==> src/rtl/dmem_pkg.sv <==
// Shared types for the data-memory arbiter.
// Optional feature macro used by dmem_arbiter: DMEM_ARB_ROUND_ROBIN_EN.
package dmem_pkg;

  typedef enum logic [1:0] {
    RW_BYTE = 2'b00,
    RW_HALF = 2'b01,
    RW_WORD = 2'b10
  } rw_type;

  typedef enum logic [1:0] {
    ST_IDLE   = 2'b00,
    ST_ACCESS = 2'b01,
    ST_RESP   = 2'b10
  } arb_state_t;

  // rtype is kept as raw bits so the illegal encoding 2'b11 survives capture.
  typedef struct packed {
    logic        we;
    logic [1:0]  rtype;
    logic [31:0] addr;
    logic [31:0] wdata;
    logic        sign_ext;
  } dmem_req_t;

  localparam logic [1:0] TYPE_WORD_IDLE = 2'b10;

  // Number of bytes touched by an access of the given size.
  function automatic logic [2:0] access_bytes(input logic [1:0] t);
    case (t)
      RW_BYTE: access_bytes = 3'd1;
      RW_HALF: access_bytes = 3'd2;
      default: access_bytes = 3'd4;
    endcase
  endfunction

endpackage

==> src/rtl/dmem_req_check.sv <==
// Combinational legality check of one memory request: size encoding,
// natural alignment and range against ADDR_LIMIT (33-bit, no wrap).
// Used by dmem_arbiter (macro DMEM_ARB_ROUND_ROBIN_EN does not affect it).
module dmem_req_check
  import dmem_pkg::*;
#(
  parameter logic [31:0] ADDR_LIMIT = 32'h20000
) (
  input  logic [1:0]  rtype_i,
  input  logic [31:0] addr_i,
  output logic        err_o
);

  logic [32:0] end_addr;

  // Flag any illegal size, misalignment or out-of-range access.
  always_comb begin
    end_addr = {1'b0, addr_i} + {30'd0, access_bytes(rtype_i)};
    err_o    = 1'b0;
    if (rtype_i == 2'b11)                                err_o = 1'b1;
    if (rtype_i == RW_HALF && addr_i[0])                 err_o = 1'b1;
    if (rtype_i == RW_WORD && addr_i[1:0] != 2'b00)      err_o = 1'b1;
    if (end_addr > {1'b0, ADDR_LIMIT})                   err_o = 1'b1;
  end

endmodule

==> src/rtl/dmem_arbiter.sv <==
// Two-port arbiter/sequencer in front of the single datamem port.
// One request in flight: IDLE -> ACCESS -> RESP, or IDLE -> RESP on error.
// Macro DMEM_ARB_ROUND_ROBIN_EN: alternate grants when both ports are
// valid; otherwise port 0 has fixed priority and no pointer exists.
module dmem_arbiter
  import dmem_pkg::*;
#(
  parameter logic [31:0] ADDR_LIMIT = 32'h20000
) (
  input  logic        clk,
  input  logic        rst,
  input  logic        p0_req_valid,
  output logic        p0_req_ready,
  input  logic        p0_we,
  input  logic [1:0]  p0_type,
  input  logic [31:0] p0_addr,
  input  logic [31:0] p0_wdata,
  input  logic        p0_sign_ext,
  output logic        p0_resp_valid,
  output logic [31:0] p0_resp_rdata,
  output logic        p0_resp_err,
  input  logic        p1_req_valid,
  output logic        p1_req_ready,
  input  logic        p1_we,
  input  logic [1:0]  p1_type,
  input  logic [31:0] p1_addr,
  input  logic [31:0] p1_wdata,
  input  logic        p1_sign_ext,
  output logic        p1_resp_valid,
  output logic [31:0] p1_resp_rdata,
  output logic        p1_resp_err,
  output logic        mem_write_en,
  output logic [1:0]  mem_type_control,
  output logic [31:0] mem_addr,
  output logic [31:0] mem_din,
  output logic        mem_sign_ext,
  input  logic [31:0] mem_dout
);

  arb_state_t state_q, state_d;
  dmem_req_t  req_q, req_d, win_req;
  logic       port_q, port_d;
  logic       err_q, err_d;
  logic       any_valid, win_port, chk_err, accept;
  logic [31:0] rdata_sel;

`ifdef DMEM_ARB_ROUND_ROBIN_EN
  logic rr_q, rr_d;   // port favoured when both are valid
`endif

  // Pick the winning port and mux its request fields.
  always_comb begin
    any_valid = p0_req_valid | p1_req_valid;
`ifdef DMEM_ARB_ROUND_ROBIN_EN
    win_port  = (p0_req_valid && p1_req_valid) ? rr_q : !p0_req_valid;
`else
    win_port  = !p0_req_valid;
`endif
    if (win_port) win_req = '{we: p1_we, rtype: p1_type, addr: p1_addr,
                              wdata: p1_wdata, sign_ext: p1_sign_ext};
    else          win_req = '{we: p0_we, rtype: p0_type, addr: p0_addr,
                              wdata: p0_wdata, sign_ext: p0_sign_ext};
    accept       = (state_q == ST_IDLE) && any_valid;
    p0_req_ready = accept && !win_port;
    p1_req_ready = accept &&  win_port;
  end

  dmem_req_check #(.ADDR_LIMIT(ADDR_LIMIT)) u_check (
    .rtype_i (win_req.rtype),
    .addr_i  (win_req.addr),
    .err_o   (chk_err)
  );

  // Next-state and capture logic.
  always_comb begin
    state_d = state_q;
    req_d   = req_q;
    port_d  = port_q;
    err_d   = err_q;
    case (state_q)
      ST_IDLE: begin
        if (accept) begin
          req_d   = win_req;
          port_d  = win_port;
          err_d   = chk_err;
          state_d = chk_err ? ST_RESP : ST_ACCESS;
        end
      end
      ST_ACCESS: state_d = ST_RESP;
      ST_RESP:   state_d = ST_IDLE;
      default:   state_d = ST_IDLE;
    endcase
  end

  // State and captured-request registers.
  always_ff @(posedge clk) begin
    if (rst) begin
      state_q <= ST_IDLE;
      req_q   <= '0;
      port_q  <= 1'b0;
      err_q   <= 1'b0;
    end else begin
      state_q <= state_d;
      req_q   <= req_d;
      port_q  <= port_d;
      err_q   <= err_d;
    end
  end

`ifdef DMEM_ARB_ROUND_ROBIN_EN
  // Pointer moves to the other port on every accept, errors included.
  always_comb begin
    rr_d = rr_q;
    if (accept) rr_d = !win_port;
  end

  // Round-robin pointer register.
  always_ff @(posedge clk) begin
    if (rst) rr_q <= 1'b0;
    else     rr_q <= rr_d;
  end
`endif

  // Memory-side and response-side outputs, all derived from registers.
  always_comb begin
    mem_write_en     = (state_q == ST_ACCESS) && req_q.we;
    mem_type_control = (state_q == ST_ACCESS) ? req_q.rtype : TYPE_WORD_IDLE;
    mem_addr         = req_q.addr;
    mem_din          = req_q.wdata;
    mem_sign_ext     = req_q.sign_ext;
    rdata_sel        = ((state_q == ST_RESP) && !err_q && !req_q.we) ? mem_dout : '0;
    p0_resp_valid    = (state_q == ST_RESP) && !port_q;
    p1_resp_valid    = (state_q == ST_RESP) &&  port_q;
    p0_resp_err      = p0_resp_valid && err_q;
    p1_resp_err      = p1_resp_valid && err_q;
    p0_resp_rdata    = port_q ? '0 : rdata_sel;
    p1_resp_rdata    = port_q ? rdata_sel : '0;
  end

endmodule

==> config.mk <==
export PLATFORM = sky130hd
export DESIGN_NAME = dmem_arbiter
export DESIGN_NICKNAME = d
export VERILOG_FILES = /design/src/rtl/dmem_pkg.sv /design/src/rtl/dmem_req_check.sv /design/src/rtl/dmem_arbiter.sv
export SDC_FILE = /design/constraint.sdc
export NUM_CORES = 1
export LEC_CHECK = 0
export ABC_CLOCK_PERIOD_IN_PS = 6700
export BUFFER_PORTS_ARGS = -buffer_cell sky130_fd_sc_hd__buf_4
export CAP_MARGIN = 30
export CORE_AREA = 2 2 122 124
export DETAILED_ROUTE_END_ITERATION = 10
export DIE_AREA = 0 0 124 126
export GPL_TIMING_DRIVEN = 1
export PLACE_DENSITY = 0.7
export SYNTH_ARGS = -nofsm -noshare
export SYNTH_HDL_FRONTEND = slang
export SYNTH_SLANG_ARGS = --single-unit
==> constraint.sdc <==
create_clock -name clk -period 6.7 [get_ports clk]
set_input_delay 2.01 -clock clk [delete_from_list [all_inputs] [get_ports clk]]
set_output_delay 2.01 -clock clk [all_outputs]
set_load 0.01 [all_outputs]
==> run_results.csv, run 1 <==
group,metric,value,unit
timing,hold_viol,0,
timing,finalSetupTns,0,ns
worst_setup_path,cp_max_fo,35,
route,drc,0,
timing,rsz0062_at_grt,"false",
clock_tree,htreeDepth,3,
die,io_pins,310,
final_layout,n_antenna_cell,0,
synthesis,syn_nets,802,
clock_tree,cts_tree,"yes",
worst_setup_path,cp-start-kind,"input port",
worst_setup_path,cp_slowest_stage_delay,0.49,ns
power_and_ir_drop,clock_power_share,35.7,%
power_and_ir_drop,switching_share,30.5,%
die,fp-row-count,44,
synthesis,ys_types,66,
timing,max_freq,0.188,GHz
power_and_ir_drop,p_per_area,185,nW/µm²
run,cap_violations,0,
place,portBuffers,309,
synthesis,syn_area,5280,µm²
die,dieWidth,124,µm
clock_tree,post-cts-setup-buffers,0,
die,core_area,14300,µm²
synthesis,synth_edf_count,0,
global_routing,antenna_found_initial,0,
global_routing,first_global_vias,4912,
clock_tree,clk_latency,0.34,ns
worst_setup_path,worstPathArrival,3.32,ns
clock_tree,ctsResizeCount,0,
final_layout,syn_to_final_growth,42.0,%
worst_hold_path,hold_path.class,"flip-flop to flip-flop",
global_routing,grt_usage,21.9,%
timing,setup_viol,0,
worst_setup_path,rrSetupSlack,4.42,ns
synthesis,synth_ff_type,"dfxtp_1",
worst_setup_path,worstPathCellList,"buf_4, nor2_1, or3_1, nor2_1, buf_4",
place,dpl_cell_area,7200,µm²
timing,fin_skew,0.0108,ns
clock_tree,cts_buffer_depth,2,
power_and_ir_drop,p_leak,3.58,nW
clock_tree,cts.sinks,72,
route,ant_nets,0,
die,die-area,15600,µm²
worst_setup_path,crit_slowest_cell,"or3_1",
place,place_congestion,0.850,
route,post_drt_wl_per_cell,17.0,µm
worst_setup_path,path_class,"input port to primary output",
place,dpl.hpwl,14.2,mm
synthesis,ys_seq_elements,72,
timing,worst_pin_slew,0.810,ns
clock_tree,cts-root-buf,"clkbuf_16",
clock_tree,cts.reportedPaths.clkPinSlew,0.06,ns
synthesis,synth_warnings,0,
synthesis,syn-instance-count,626,
die,die_y,126,µm
worst_setup_path,cp-end-kind,"primary output",
power_and_ir_drop,seqPwrFrac,35.5,%
worst_setup_path,worst_ep_required_time,4.69,ns
synthesis,yosysSeqAreaShare,27.3,%
route,totalWireLength,17.6,mm
global_routing,grt_max_degree,74,
synthesis,avgSynthCellArea,8.43,µm²
final_layout,drive_gt1_share,42.4,%
route,via_per_inst,5.06,
die,start_util,36.9,%
global_routing,grt_pass1_wl,26.3,mm
route,dr_total_vias,5240,
route,drtIter0Drc,202,
power_and_ir_drop,vdd_drop_max,0.127,mV
final_layout,layout.nets,1022,
synthesis,async_flop_share,0,%
timing,fin_crit,5.33,ns
route,drtPass1Iterations,4,
power_and_ir_drop,combPwrFrac,28.8,%
timing,post-route-period-util,79.5,%
timing,slew_headroom,46.0,%
timing,final_max_slew_viol_count,0,
global_routing,grt_overflow,0,
outcome,status,"finished, final reports clean",
clock_tree,ctsHoldBuffers,0,
final_layout,fin_area,7500,µm²
power_and_ir_drop,p_sw,0.424,mW
power_and_ir_drop,internal_power,0.964,mW
clock_tree,numCtsBuffers,9,
==> worst max-delay path: cells and delay by family <==
kind	cells	cell delay, ns
buf+inv	2	0.51
simple gates	3	0.77
==> area by class of cell <==
type	count	area, µm²
clock buffer	9	225
clock inverter	7	78.8
fill	1421	6810
inverter	2	7.51
multi-input combinational	446	3150
sequential	72	1440
tap	184	230
timing repair buffer	315	2360
==> cell usage after synthesis (9+ instances only) <==
library cell / count / area [µm²]
nor2_1: 86 / 323
dfxtp_1: 72 / 1440
and2_1: 70 / 438
a211oi_1: 66 / 495
buf_4: 66 / 495
mux2i_1: 63 / 631
clkbuf_1: 22 / 82.6
nand2_1: 17 / 63.8
nand4_1: 15 / 93.8
nand3_1: 14 / 70.1
buf_2: 10 / 50.1
nor3_1: 9 / 45.0
==> cell usage in the layout, fill, tap and decap left out, types with 3 or more instances in the layout <==
master | Yosys | routed
buf_4 | 66 | 315
nor2_1 | 86 | 86
dfxtp_1 | 72 | 72
and2_1 | 70 | 70
a211oi_1 | 66 | 66
mux2i_1 | 63 | 63
nand2_1 | 17 | 17
nand4_1 | 15 | 15
nand3_1 | 14 | 14
clkbuf_16 | 0 | 9
mux2_2 | 8 | 8
a21oi_1 | 8 | 8
nand3b_1 | 8 | 8
nor3_1 | 9 | 8
o21ai_0 | 7 | 7
xnor2_1 | 6 | 6
mux2i_2 | 4 | 4
a22oi_1 | 4 | 4
or3_1 | 3 | 3
nand4b_4 | 3 | 3
a221oi_1 | 3 | 3
o31ai_1 | 3 | 3
nor2b_1 | 3 | 3
ha_1 | 3 | 3
clkinvlp_4 | 0 | 3
==> power groups by stage <==
stage / Clock [mW] / Combinational, mW / Sequential (mW)
6_report: 0.495 / 0.400 / 0.493
5_1_grt: 0.529 / 0.437 / 0.500
4_1_cts: 0.507 / 0.404 / 0.494
3_3_place_gp: 0 / 0.401 / 0.502
2_1_floorplan: 0 / 0.250 / 0.496
3_5_place_dp: 0 / 0.403 / 0.503
==> routing by layer <==
layer	GRT usage (%)	vias up	share of wire [%]
li1	-	2647	-
met4	6.81	0	2.5
met1	24.4	2388	37
met3	5.53	17	7.9
met2	40.4	188	52
met5	0	-	0
==> sequential cells by signal (all words and copies together) (netlist names) <==
name	flops
mem_addr	32
state_q	2
mem_din	32
err_q	1
req_q	3
mem_sign_ext	1
port_q	1
==> per-stage QoR <==
stage          cells  setup WS [ns]  hold slack, ns  power [mW]  utilization, %
2_1_floorplan    626           1.10           0.437       0.746               -
3_3_place_gp    1019           1.29           0.449       0.903            50.3
3_5_place_dp    1019           1.08           0.451       0.906            50.3
4_1_cts         1035           1.35           0.460        1.40            52.4
5_1_grt         1035           1.17           0.499        1.46            52.4
6_report        1035           1.37           0.458        1.39            52.4
==> path summary, 6_finish.rpt <==
check,from,end,depth (start not counted)
setup / recovery,p0_req_valid,p1_req_ready,5
hold / removal,mem_addr[2],mem_addr[2],2
setup reg to reg,state_q[1],mem_din[23],5
hold reg to reg,mem_addr[2],mem_addr[2],2
==> kinds of logic (layout without fill, tap and decap cells) <==
logic type                 after synthesis  after routing  share of synthesized area [%]
xor gates and xnor gates                 8              8                           1.33
buffers and inverters                  108            333                           13.3
DFF                                     72             72                           27.3
adders and majority gates                4              4                           1.09
and+or+nand+nor                        247            247                           26.0
AOI/OAI and AO/OA                      111            111                           16.0
muxes                                   76             76                           14.9
Note: power is estimated with default switching activity, not from simulation.
==> inputs of run 2 (changes only) <==
Settings changed: ABC_AREA set to 1, ABC_CLOCK_PERIOD_IN_PS 6700 to 4410, CORE_AREA 2 2 122 124 to unset, CORE_UTILIZATION set to 41, DIE_AREA 0 0 124 126 to unset, PLACE_DENSITY 0.7 to 0.78.
Clock period 6.7 ns to 4.41 ns, I/O delays scaled along.
==> run_results.csv, run 2 <==
group,metric,value,unit
timing,setup_viol,0,
synthesis,synth_common_cells,"nand2_1, nor2_1, inv_1",
route,totalWireLength,21.1,mm
global_routing,grt_pass1_wl,31.8,mm
die,die-area,14200,µm²
route,drtPass1Iterations,7,
clock_tree,cts.sinks,72,
global_routing,grt_usage,28.6,%
worst_setup_path,cp_slowest_stage_delay,0.42,ns
power_and_ir_drop,vdd_drop_max,0.159,mV
global_routing,grt_overflow,0,
synthesis,yosysTopAreaCell,"dfxtp_1",
synthesis,syn-instance-count,954,
timing,whs,0.463,ns
route,ant_nets,0,
worst_setup_path,cp-end-kind,"flip-flop",
power_and_ir_drop,switching_share,33.3,%
timing,slew_headroom,37.3,%
synthesis,synth_warnings,0,
timing,fin_crit,3.83,ns
place,portBuffers,309,
final_layout,drive_gt1_share,32.6,%
timing,fin_skew,0.00596,ns
clock_tree,post-cts-setup-buffers,0,
synthesis,synth_xor_area_share,0.466,%
timing,finalSetupTns,0,ns
clock_tree,numCtsBuffers,9,
synthesis,ys_types,32,
power_and_ir_drop,p_per_area,269,nW/µm²
worst_setup_path,worstPathArrival,4.06,ns
clock_tree,htreeDepth,3,
place,dpl_cell_area,7560,µm²
synthesis,yosysSeqAreaShare,25.5,%
clock_tree,ctsHoldBuffers,0,
place,place_congestion,0.916,
synthesis,netlist.area_leader.share,25.5,%
timing,max_freq,0.261,GHz
route,dr_total_vias,6735,
worst_setup_path,path_class,"input port to flip-flop",
worst_setup_path,crit_slowest_cell,"fa_1",
synthesis,synth-compound-area-share,12.1,%
synthesis,muxShareOfSynthArea,0,%
die,die_y,119,µm
worst_setup_path,worst_ep_required_time,4.64,ns
synthesis,async_flop_share,0,%
synthesis,syn_area,5640,µm²
clock_tree,cts.reportedPaths.clkPinSlew,0.06,ns
timing,hold_viol,0,
die,core_area,13300,µm²
synthesis,ys_seq_elements,72,
clock_tree,ctsResizeCount,0,
power_and_ir_drop,p_leak,3.99,nW
clock_tree,cts_buffer_depth,2,
die,io_pins,310,
worst_setup_path,worstPathCellList,"buf_4, inv_2, or2_2, o21ai_0, inv_1, nor2_1, ha_1, fa_1, or2_2, nor2_1, nand3_1, nor2_1, nand3_1, nor2_1, nand2_1, nor2_1, nand3_1, nand2_1, nand2_2, o21ai_1, inv_1",
power_and_ir_drop,internal_power,1.41,mW
route,drtIter0Drc,532,
power_and_ir_drop,combPwrFrac,30.8,%
timing,post-route-period-util,86.9,%
worst_hold_path,hold_path.class,"flip-flop to flip-flop",
run,cap_violations,0,
synthesis,avgSynthCellArea,5.92,µm²
power_and_ir_drop,seqPwrFrac,35.0,%
final_layout,regArea,1440,µm²
route,post_drt_wl_per_cell,15.5,µm
final_layout,n_antenna_cell,0,
global_routing,first_global_vias,5997,
place,dpl.hpwl,16.7,mm
die,start_util,42.3,%
worst_setup_path,cp_max_fo,8,
outcome,status,"finished, final reports clean",
final_layout,final_common_cell,"buf_4",
clock_tree,clk_latency,0.34,ns
power_and_ir_drop,p_sw,0.702,mW
synthesis,synth_top_family_by_area,"simple AND/OR/NAND/NOR gates",
final_layout,fin_util,58.8,%
die,dieWidth,119,µm
route,drc,0,
route,via_per_inst,4.96,
global_routing,grt_max_degree,65,
synthesis,synth_ff_type,"dfxtp_1",
synthesis,synth_edf_count,0,
die,fp-row-count,42,
synthesis,synth-simple-area-share,41.3,%
synthesis,syn_nets,1130,
power_and_ir_drop,fin_total_pwr,2.11,mW
synthesis,yosysMostFrequentCell,"nand2_1",
synthesis,synthAdderAreaFrac,1.02,%
final_layout,layout.nets,1352,
timing,rsz0062_at_grt,"false",
synthesis,ys_top_cells_by_area,"dfxtp_1, nand2_1, buf_4, nor2_1, inv_1",
power_and_ir_drop,clock_power_share,34.2,%
final_layout,multi_input_area,3110,µm²
clock_tree,cts-root-buf,"clkbuf_16",
worst_setup_path,cp-start-kind,"input port",
global_routing,antenna_found_initial,0,
final_layout,final_cell_mix,"buf_4, nand2_1, nor2_1, inv_1, dfxtp_1",
clock_tree,cts_tree,"yes",
timing,final_max_slew_viol_count,0,
worst_setup_path,cpMostUsedCell,"nor2_1",
final_layout,fillers,1346,
final_layout,syn_to_final_growth,39.0,%
timing,worst_pin_slew,0.935,ns
final_layout,fin_area,7850,µm²
## run 2: changes by cell type after synthesis, sizes merged, moves of 35 or more
cell    previous run  this run
nand2             18       331
mux2i             67         0
a211oi            68        19
inv                2        97
and2              70         2
o21ai              9        44
nor3              10        67
## run 2: layout make-up
cell class	instances	area share (%)
clock buffers	11	3.22
clock inverters	5	0.478
inverters	99	4.74
multi-input cells	672	39.6
flip-flops and latches	72	18.4
well taps	176	2.81
repair buffers	322	30.8
## run 2: path summary, 6_finish.rpt
| kind | from | end | slack (ns) | cells after the start |
|---|---|---|---|---|
| min | req_q[65] | req_q[65] | 0.46 | 2 |
| max | p0_req_valid | err_q | 0.58 | 21 |
| max reg2reg | port_q | port_q | 2.39 | 3 |
| min reg2reg | req_q[65] | req_q[65] | 0.46 | 2 |
## run 2: kinds of logic after synthesis
logic type	count (synthesis)
compound gates	114
xor+xnor	3
fa+ha+maj	4
buf+inv	210
flops	72
simple gates	551
## run 2: per-layer routing
metal,up-vias,track usage [%],part of all wire [%]
met3,31,5.84,7.9
met5,-,0,0
li1,3410,-,-
met1,2997,37.0,43
met4,0,8.91,2.4
met2,297,47.6,47
## run 2: critical path: cells and delay by family
kind	cells	cell delay, ns
simple gates	13	1.53
buf+inv	4	0.33
fa+ha+maj	2	0.64
compound gates	2	0.21
## run 2: power groups by stage
| stage | logic, mW | registers [mW] | clock network (mW) |
|---|---|---|---|
| 5_1_grt | 0.711 | 0.745 | 0.755 |
| 3_5_place_dp | 0.645 | 0.752 | 0 |
| 3_3_place_gp | 0.642 | 0.750 | 0 |
| 4_1_cts | 0.647 | 0.738 | 0.731 |
| 2_1_floorplan | 0.406 | 0.743 | 0 |
| 6_report | 0.650 | 0.738 | 0.723 |
## run 2: metrics by stage
stage | std cells | setup slack (ns)
floorplan | 954 | 0.302
global placement | 1341 | 0.324
detailed placement | 1341 | 0.258
CTS | 1357 | 0.557
global route | 1357 | 0.178
finish | 1357 | 0.577
==> inputs of run 3 (changes only) <==
Settings changed: CELL_PAD_IN_SITES_DETAIL_PLACEMENT set to 0, CELL_PAD_IN_SITES_GLOBAL_PLACEMENT set to 1, CORE_ASPECT_RATIO set to 0.8, CORE_UTILIZATION 41 to 26, PLACE_DENSITY 0.78 to unset, PLACE_DENSITY_LB_ADDON set to 0.1.
==> run_results.csv, run 3 (same netlist as run 2, synthesis figures left out) <==
group,metric,value,unit
outcome,status,"finished, final reports clean",
route,dr_total_vias,6517,
timing,slew_headroom,50.6,%
power_and_ir_drop,fin_total_pwr,2.16,mW
timing,fin_crit,3.97,ns
clock_tree,cts_tree,"yes",
clock_tree,ctsHoldBuffers,0,
timing,post-route-period-util,90.0,%
die,die_y,134,µm
clock_tree,ctsResizeCount,0,
timing,rsz0062_at_grt,"false",
timing,finalSetupTns,0,ns
die,dieWidth,167,µm
final_layout,n_antenna_cell,0,
clock_tree,cts-root-buf,"clkbuf_16",
timing,worst_pin_slew,0.741,ns
final_layout,multi_input_area,3110,µm²
timing,hold_viol,0,
worst_setup_path,cp-start-kind,"input port",
route,drtIter0Drc,316,
die,fp-row-count,47,
power_and_ir_drop,vdd_drop_max,0.159,mV
route,routedLengthMet1,11.0,mm
timing,fin_skew,0.0158,ns
final_layout,fillers,2334,
power_and_ir_drop,p_leak,4.01,nW
route,post_drt_wl_per_cell,15.4,µm
power_and_ir_drop,p_per_area,270,nW/µm²
die,start_util,26.9,%
timing,final_max_slew_viol_count,0,
worst_hold_path,hold_path.class,"flip-flop to flip-flop",
worst_setup_path,worst_ep_required_time,3.09,ns
clock_tree,cts_buffer_depth,2,
die,io_pins,310,
global_routing,first_global_vias,6054,
place,portBuffers,309,
worst_setup_path,cpMostUsedCell,"buf_4",
route,drtPass1Iterations,4,
die,die-area,22300,µm²
final_layout,fin_util,38.1,%
worst_setup_path,path_class,"input port to primary output",
worst_setup_path,cp_max_fo,49,
clock_tree,cts.sinks,72,
timing,max_freq,0.252,GHz
clock_tree,cts.reportedPaths.clkPinSlew,0.07,ns
final_layout,syn_to_final_growth,41.6,%
global_routing,antenna_found_initial,0,
place,dp.cells,1434,
worst_setup_path,crit_slowest_cell,"buf_4",
route,top_layer,"met4",
place,place_congestion,0.861,
final_layout,drive_gt1_share,32.6,%
clock_tree,numCtsBuffers,9,
timing,setup_viol,0,
final_layout,final_common_cell,"buf_4",
route,met3_wirelength,1.69,mm
run,cap_violations,0,
global_routing,grt_overflow,0,
die,core_area,21000,µm²
place,dpl.hpwl,17.4,mm
global_routing,grt_pass1_wl,34.5,mm
worst_setup_path,cp_slowest_stage_delay,0.45,ns
clock_tree,clk_latency,0.35,ns
clock_tree,htreeDepth,3,
final_layout,fin_cells,1450,
worst_setup_path,worstPathCellList,"buf_4, buf_4, nor2_1, nor2_1, nand2_2, inv_2, nand2_1, clkinv_1, buf_4",
route,via_per_inst,4.49,
route,dr_wl_met2,9.50,mm
route,ant_nets,0,
worst_setup_path,cp-end-kind,"primary output",
final_layout,final_cell_mix,"buf_4, nand2_1, nor2_1, inv_1, dfxtp_1",
route,drc,0,
global_routing,grt_max_degree,65,
clock_tree,post-cts-setup-buffers,0,
final_layout,layout.nets,1352,
route,totalWireLength,22.3,mm
global_routing,grt_usage,19.9,%
worst_setup_path,worstPathArrival,2.65,ns
final_layout,regArea,1440,µm²
==> run 3: cell types whose count changed in the layout (fill, tap and decap cells not counted), sizes merged <==
cell	delta
bufinv	+1
inv	-1
clkinvlp	-1
clkbuf	-1
clkinv	+2
==> run 3: critical path: cells and delay by family <==
family	cells	cell delay (ns)
buf+inv	5	0.85
simple gates	4	0.48
==> run 3: routing by layer <==
layer	global-route usage [%]	vias up
li1	-	3409
met1	27.7	2856
met2	30.8	238
met3	6.02	14
met4	2.47	0
met5	0	-
==> run 3: area by class of cell <==
type	count	share of cell area (%)
clock buffers	10	2.86
clock inverters	6	0.861
inverters	99	4.65
multi-input cells	672	38.9
flip-flops and latches	72	18.0
well taps	269	4.21
repair buffers	322	30.5
==> run 3: power breakdown <==
part	leakage [nW]	total [mW]	internal [mW]	switching (mW)
combinational	3.27	0.664	0.289	0.375
sequential	0.597	0.737	0.708	0.0290
clock	0.143	0.756	0.442	0.315
total	4.01	2.16	1.44	0.718
==> run 3: final timing paths <==
kind	start	to	slack, ns	cells past startpoint
setup / recovery	p0_req_valid	p1_req_ready	0.44	9
setup reg to reg	state_q[1]	req_q[66]	2.78	6
hold reg to reg	req_q[65]	req_q[65]	0.46	2
hold / removal	req_q[65]	req_q[65]	0.46	2
==> run 3: stage by stage <==
step | hold slack [ns] | setup WS, ns | area [µm²]
final | 0.464 | 0.440 | 7990
after global routing | 0.502 | 0.191 | 7990
after CTS | 0.462 | 0.403 | 7990
after detailed placement | 0.452 | 0.179 | 7690
after global placement | 0.447 | 0.242 | 7670
after floorplan | 0.430 | 0.302 | 5640
